$ cat config.mk
export PLATFORM = sky130hd
export DESIGN_NAME = scoreboard_ctrl_multi
export DESIGN_NICKNAME = d
export VERILOG_FILES = /design/src/rtl/scoreboard_ctrl_multi.sv
export SDC_FILE = /design/constraint.sdc
export NUM_CORES = 1
export LEC_CHECK = 0
export CAP_MARGIN = 15
export CORE_UTILIZATION = 53
export DETAILED_ROUTE_END_ITERATION = 16
export GPL_TIMING_DRIVEN = 0
export PLACE_DENSITY = 0.78
export SLEW_MARGIN = 20
export SYNTH_ARGS = -nofsm -noshare
export SYNTH_HDL_FRONTEND = slang
export SYNTH_SLANG_ARGS = --single-unit
$ cat constraint.sdc
create_clock -name clk -period 7.38 [get_ports clk]
set_input_delay 1.845 -clock clk [delete_from_list [all_inputs] [get_ports clk]]
set_output_delay 1.845 -clock clk [all_outputs]
set_load 0.05 [all_outputs]
$ cat src/rtl/scoreboard_ctrl_multi.sv
// scoreboard_ctrl_multi: multi-level basketball scoreboard controller.
// Keeps a BCD score with saturation and a BCD countdown timer driven by an internal seconds tick.
// A basket is worth 3 points in the bonus window and 2 otherwise. The controller moves through
// the game levels, reports won/done at the end, and drives 7-segment codes for score, timer and level.
// Ports:
//   clk, rst_n              clock (rising edge), asynchronous active-low reset
//   start, shot, pause      level inputs; start/shot act on their rising edge
//   score_bcd, timer_bcd    BCD score (digit 0 = units in [3:0]) and seconds remaining
//   level, state            current level (1..NUM_LEVELS), FSM state code
//   done, won               game finished / final level passed
//   seg_score, seg_timer,
//   seg_level               active-high {g,f,e,d,c,b,a} segment codes of the values above
module scoreboard_ctrl_multi #(
    parameter int unsigned SCORE_DIGITS = 3,
    parameter int unsigned TIME_SEC     = 60,
    parameter int unsigned BONUS_SEC    = 15,
    parameter int unsigned NUM_LEVELS   = 2,
    parameter int unsigned THRESHOLD    = 40,
    parameter int unsigned THRESH_STEP  = 20,
    parameter int unsigned TICK_DIV     = 50000000
) (
    input  logic                      clk,
    input  logic                      rst_n,
    input  logic                      start,
    input  logic                      shot,
    input  logic                      pause,
    output logic [4*SCORE_DIGITS-1:0] score_bcd,
    output logic [7:0]                timer_bcd,
    output logic [3:0]                level,
    output logic [2:0]                state,
    output logic                      done,
    output logic                      won,
    output logic [7*SCORE_DIGITS-1:0] seg_score,
    output logic [13:0]               seg_timer,
    output logic [6:0]                seg_level
);

    localparam int unsigned     SW        = 4 * SCORE_DIGITS;
    localparam int unsigned     GW        = 7 * SCORE_DIGITS;
    localparam int unsigned     CNT_W     = (TICK_DIV > 1) ? $clog2(TICK_DIV) : 1;
    localparam logic [CNT_W-1:0] CNT_MAX  = CNT_W'(TICK_DIV - 1);
    localparam logic [7:0]      TIME_INIT = {4'(TIME_SEC / 10), 4'(TIME_SEC % 10)};
    localparam logic [SW-1:0]   SCORE_MAX = {SCORE_DIGITS{4'h9}};

    typedef enum logic [2:0] {
        S_IDLE  = 3'd0,
        S_LOAD  = 3'd1,
        S_RUN   = 3'd2,
        S_EVAL  = 3'd3,
        S_LVLUP = 3'd4,
        S_DONE  = 3'd5
    } state_e;

    state_e           state_q, state_d;
    logic [SW-1:0]    score_q, score_d;
    logic [7:0]       timer_q, timer_d;
    logic [3:0]       level_q, level_d;
    logic [CNT_W-1:0] cnt_q, cnt_d;
    logic             won_q, won_d;
    logic             done_q;
    logic             start_q, shot_q;
    logic [GW-1:0]    seg_score_q, seg_score_d;
    logic [13:0]      seg_timer_q;
    logic [6:0]       seg_level_q;

    logic             start_edge, shot_edge, tick, bonus;
    logic [7:0]       timer_dec;
    logic [6:0]       timer_bin;
    logic [31:0]      score_bin, thresh;

    // Digit to active-high {g,f,e,d,c,b,a}; non-decimal codes blank the digit
    function automatic logic [6:0] seg7(input logic [3:0] d);
        case (d)
            4'd0:    return 7'h3F;
            4'd1:    return 7'h06;
            4'd2:    return 7'h5B;
            4'd3:    return 7'h4F;
            4'd4:    return 7'h66;
            4'd5:    return 7'h6D;
            4'd6:    return 7'h7D;
            4'd7:    return 7'h07;
            4'd8:    return 7'h7F;
            4'd9:    return 7'h6F;
            default: return 7'h00;
        endcase
    endfunction

    // BCD add of a small increment with ripple carry; overflow clamps to all nines
    function automatic logic [SW-1:0] bcd_add(input logic [SW-1:0] s, input logic [3:0] inc);
        logic [SW-1:0] r;
        logic [4:0]    sum;
        logic [3:0]    c;
        r = s;
        c = inc;
        for (int i = 0; i < int'(SCORE_DIGITS); i++) begin
            sum = 5'(s[4*i +: 4]) + 5'(c);
            if (sum >= 5'd10) begin
                r[4*i +: 4] = 4'(sum - 5'd10);
                c           = 4'd1;
            end else begin
                r[4*i +: 4] = sum[3:0];
                c           = 4'd0;
            end
        end
        if (c != 4'd0) r = SCORE_MAX;
        return r;
    endfunction

    assign start_edge = start & ~start_q;
    assign shot_edge  = shot & ~shot_q;
    assign tick       = (cnt_q == CNT_MAX);
    assign timer_dec  = (timer_q[3:0] == 4'd0) ? {timer_q[7:4] - 4'd1, 4'd9}
                                               : {timer_q[7:4], timer_q[3:0] - 4'd1};
    assign timer_bin  = 7'(timer_q[7:4]) * 7'd10 + 7'(timer_q[3:0]);
    // Bonus uses the timer value before any decrement in the same cycle
    assign bonus      = (32'(timer_bin) <= BONUS_SEC);
    assign thresh     = 32'(THRESHOLD) + 32'(level_q - 4'd1) * 32'(THRESH_STEP);

    // Decoded binary score for the level threshold compare
    always_comb begin
        logic [31:0] w;
        score_bin = '0;
        w         = 32'd1;
        for (int i = 0; i < int'(SCORE_DIGITS); i++) begin
            score_bin = score_bin + 32'(score_q[4*i +: 4]) * w;
            w         = w * 32'd10;
        end
    end

    // Next-state and datapath update
    always_comb begin
        state_d = state_q;
        score_d = score_q;
        timer_d = timer_q;
        level_d = level_q;
        cnt_d   = cnt_q;
        won_d   = won_q;
        case (state_q)
            S_IDLE, S_DONE: begin
                if (start_edge) state_d = S_LOAD;
            end
            S_LOAD: begin
                score_d = '0;
                level_d = 4'd1;
                timer_d = TIME_INIT;
                cnt_d   = '0;
                won_d   = 1'b0;
                state_d = S_RUN;
            end
            S_RUN: begin
                if (!pause) begin
                    if (shot_edge) score_d = bcd_add(score_q, bonus ? 4'd3 : 4'd2);
                    if (tick) begin
                        cnt_d   = '0;
                        timer_d = timer_dec;
                        if (timer_dec == 8'h00) state_d = S_EVAL;
                    end else begin
                        cnt_d = cnt_q + CNT_W'(1);
                    end
                end
            end
            S_EVAL: begin
                if (score_bin >= thresh) begin
                    if (level_q < 4'(NUM_LEVELS)) begin
                        state_d = S_LVLUP;
                    end else begin
                        state_d = S_DONE;
                        won_d   = 1'b1;
                    end
                end else begin
                    state_d = S_DONE;
                    won_d   = 1'b0;
                end
            end
            S_LVLUP: begin
                level_d = level_q + 4'd1;
                timer_d = TIME_INIT;
                cnt_d   = '0;
                state_d = S_RUN;
            end
            default: state_d = S_IDLE;
        endcase
    end

    // Segment codes follow the next-state values so they register alongside them
    always_comb begin
        seg_score_d = '0;
        for (int i = 0; i < int'(SCORE_DIGITS); i++) begin
            seg_score_d[7*i +: 7] = seg7(score_d[4*i +: 4]);
        end
    end

    // State and output registers
    always_ff @(posedge clk or negedge rst_n) begin
        if (!rst_n) begin
            state_q     <= S_IDLE;
            score_q     <= '0;
            timer_q     <= TIME_INIT;
            level_q     <= 4'd1;
            cnt_q       <= '0;
            won_q       <= 1'b0;
            done_q      <= 1'b0;
            start_q     <= 1'b0;
            shot_q      <= 1'b0;
            seg_score_q <= {SCORE_DIGITS{7'h3F}};
            seg_timer_q <= {seg7(TIME_INIT[7:4]), seg7(TIME_INIT[3:0])};
            seg_level_q <= 7'h06;
        end else begin
            state_q     <= state_d;
            score_q     <= score_d;
            timer_q     <= timer_d;
            level_q     <= level_d;
            cnt_q       <= cnt_d;
            won_q       <= won_d;
            done_q      <= (state_d == S_DONE);
            start_q     <= start;
            shot_q      <= shot;
            seg_score_q <= seg_score_d;
            seg_timer_q <= {seg7(timer_d[7:4]), seg7(timer_d[3:0])};
            seg_level_q <= seg7(level_d);
        end
    end

    assign score_bcd = score_q;
    assign timer_bcd = timer_q;
    assign level     = level_q;
    assign state     = state_q;
    assign done      = done_q;
    assign won       = won_q;
    assign seg_score = seg_score_q;
    assign seg_timer = seg_timer_q;
    assign seg_level = seg_level_q;

endmodule

==> out/results.txt, run 1 <==
Cells after synthesis -> 799
Period utilisation layout -> 96.2%
Metal-1 WL -> 7630 µm
Post-synth top area share -> 21.4%
Fin Clk Skew -> 0.00835 ns
NumNets Final -> 1,018
Cell variety after synth -> 87
Smallest setup slack after layout -> 0.281 ns
Yosys warning count -> 0
Die W -> 121 µm
Worst-Margin Slew -> 0.785 ns
Area leader, netlist -> dfrtp_1
Setup TNS -> 0 ns
GPL Wtd Cong -> 0.845
Static Leakage -> 0.00428 µW
Metal3 WL -> 850 µm
Core region area -> 13,800 µm²
Async S/R FF share, synth -> 100%
First-pass GRT wire length -> 27,500 µm
Area delta synth->final -> 21.1%
Fmax -> 0.141 GHz
PwrDens -> 187 nW/µm²
GRT Util Overall -> 23.7%
Crit path DAT -> 7.38 ns
Final Hold Viols -> 0
Mapped cell area -> 7480 µm²
DP Wirelength -> 12,000 µm
Clock transition at path regs -> 0.08 ns
Die area -> 14,600 µm²
CP Class -> register to register
Seq cells post-synth -> 99
Maximum VDD drop -> 0.000265 V
Outcome -> finished with violations
Main synth FF type -> dfrtp_1
Via Count -> 6,198
Root buf cell -> clkbuf_16
Initial antenna violation count -> 0
Critical-path top delay cell -> dfstp_2
Max incr delay on CP -> 0.58 ns
Rows -> 43
Met2 Wirelength -> 7880 µm
Drt pass-1 iters -> 11
CTS tree -> done
Top post-synthesis cells by count -> ha_1 (103), inv_1 (87), dfrtp_1 (64)
Pre-CTS worst setup slack -> -0.701 ns
# fillers -> 1,116
Routed Antenna Nets -> 0
H-tree levels -> 3
Slew Limit Headroom -> 47.1%
Multi-input gate area -> 4720 µm²
Drt wl/cell -> 15.3 µm
Post-synth EDFFs -> 0
CTS Buf Count -> 9
Most Frequent Cell on Critical Path -> inv_1
CP required -> 7.67 ns
Maxcap violations -> 0
PnR Total Power -> 1690 µW
Critical-path maximum fanout -> 6
Cell with the most instances after synthesis -> ha_1
Max Root-Sink Buffers -> 2
Startpoint types -> register
Total wire length -> 16,600 µm
Syn Area/Cell -> 9.36 µm²
Diodes inserted -> 0
Overall die height -> 121 µm
Layout cells sized above 1 -> 14.0%
Starting density of the core -> 54.1%
Final Setup Violations -> 0
Clock Latency Late Sink -> 0.36 ns
CTS Sinks -> 99
Initial DRC count -> 431
Ports -> 76
Crit path time final -> 7.10 ns
Storage element area -> 2520 µm²
Pin count of the biggest net entering global routing -> 83
GR Overflow Total -> 0
Vias in the first global route -> 5,788
Crit path capture type -> register
Via density -> 5.70
# DRC -> 1
Synth top area cells -> dfrtp_1 (21%), ha_1 (17%), dfstp_2 (12%)
Top routing layer used -> met4
Net Count, Synth -> 915
Failing checks -> DRC
# port buffers -> 75
Sequential share of the synthesized area -> 33.7%
Max-slew violations -> 0
Worst Hold Class -> register to register
-- routing by layer --
layer / up-vias / global-route usage (%)
li1: 3056 / -
met1: 2982 / 31.2
met2: 139 / 38.0
met3: 21 / 6.08
met4: 0 / 7.72
met5: - / 0
-- worst paths after layout --
check | from | to | slack (ns) | cells after the start
setup / recovery | timer_bcd[5] | seg_score[12] | 0.28 | 35
hold / removal | cnt_q[6] | cnt_q[6] | 0.49 | 1
setup reg to reg | timer_bcd[5] | seg_score[12] | 0.28 | 35
hold reg to reg | cnt_q[6] | cnt_q[6] | 0.49 | 1
max in group asynchronous | rst_n | seg_score[10] | 5.41 | 2
min in group asynchronous | rst_n | cnt_q[22] | 1.31 | 1
-- worst max-delay path, delay by kind of cell, from the launching register on --
kind            cells  cell delay [ns]
simple gates        5             1.29
buf+inv             8             0.68
xor+xnor            2             0.37
compound gates      8             1.46
flops               1             0.58
fa+ha+maj          12             2.64
-- power by group --
group	total (µW)	internal, µW	switching, µW
clock network	462	234	227
registers	657	611	46.0
logic	574	227	347
total	1690	1070	620
-- per-stage QoR --
stage	cell area [µm²]	utilization, %	hold WS (ns)	std cells
after floorplan	7480	-	0.444	799
after global placement	8460	61.2	0.474	1054
after detailed placement	8480	61.4	0.475	1055
after CTS	8890	64.3	0.491	1077
after global routing	9060	65.5	0.546	1087
final	9060	65.5	0.490	1087
-- layout by cell type (no fill, tap or decap), types with 6 or more instances in the layout --
cell             synthesis  routed
o21ai_0                 51      47
xnor2_1                 25      24
buf_4                    2      18
clkbuf_16                0       9
dfrtp_1                 64      63
a21o_1                   8       8
inv_1                   87      87
nor2_1                  47      46
nand4_1                 12      12
o21bai_1                 6       6
nand2_1                 54      54
nor4_1                   6       6
xor2_1                  19      18
a21oi_1                 37      37
and2_1                   7       6
clkbuf_1                 8       8
mux2_2                   6       6
ha_1                   103      94
and3_1                  13      13
o22ai_1                 14      14
or3_1                   12      12
dfstp_2                 35      35
nor3_1                  12      11
nand3_1                 23      23
fa_1                     8       8
clkdlybuf4s50_1          0      74
mux2i_1                  6       6
o21ai_1                  5       8
nand2b_1                 7       7
-- cell families (layout without fill, tap and decap cells) --
family / Yosys count / after routing / synth area share (%)
DFF: 99 / 99 / 33.7
adders and majority gates: 111 / 111 / 19.4
and+or+nand+nor: 240 / 240 / 17.9
muxes: 12 / 12 / 1.71
xor gates and xnor gates: 44 / 44 / 5.15
buffers and inverters: 104 / 212 / 5.49
AOI/OAI and AO/OA: 189 / 189 / 16.7
-- final cells by class --
cell class                      count  share of cell area (%)
Clock buffer                        9                    2.49
Sequential cell                    99                    27.8
Tap cell                          180                    2.49
Timing Repair Buffer               92                    9.93
Buffer                             16                   0.884
Inverter                           88                    3.65
Clock inverter                      7                   0.635
Multi-Input combinational cell    596                    52.1
-- sequential cells by signal, indices dropped and copies added (netlist names), 3 cells and up --
name       cells
cnt_q         26
level          4
score_bcd     12
seg_level      7
seg_score     21
seg_timer     14
state          3
timer_bcd      8
-- repair_timing --
action                     4_1_cts  5_1_grt
setup endpoints to repair       24       29
setup buffers                    6       10
resized for setup               16       20
pin swaps                        5       10
gates cloned                     0        0
hold buffers                     0        0
(Power assumes the default switching activity.)
==> run 2, diff against run 1 <==
- CTS_CLUSTER_DIAMETER: default -> 100
==> results of run 2 <==
Same layout as run 1: the final DEF is identical, and so are final timing and power.
==> run 3, diff against run 2 <==
- ABC_CLOCK_PERIOD_IN_PS: default -> 7380
==> results of run 3 <==
Same layout as run 1: the final DEF is identical, and so are final timing and power.
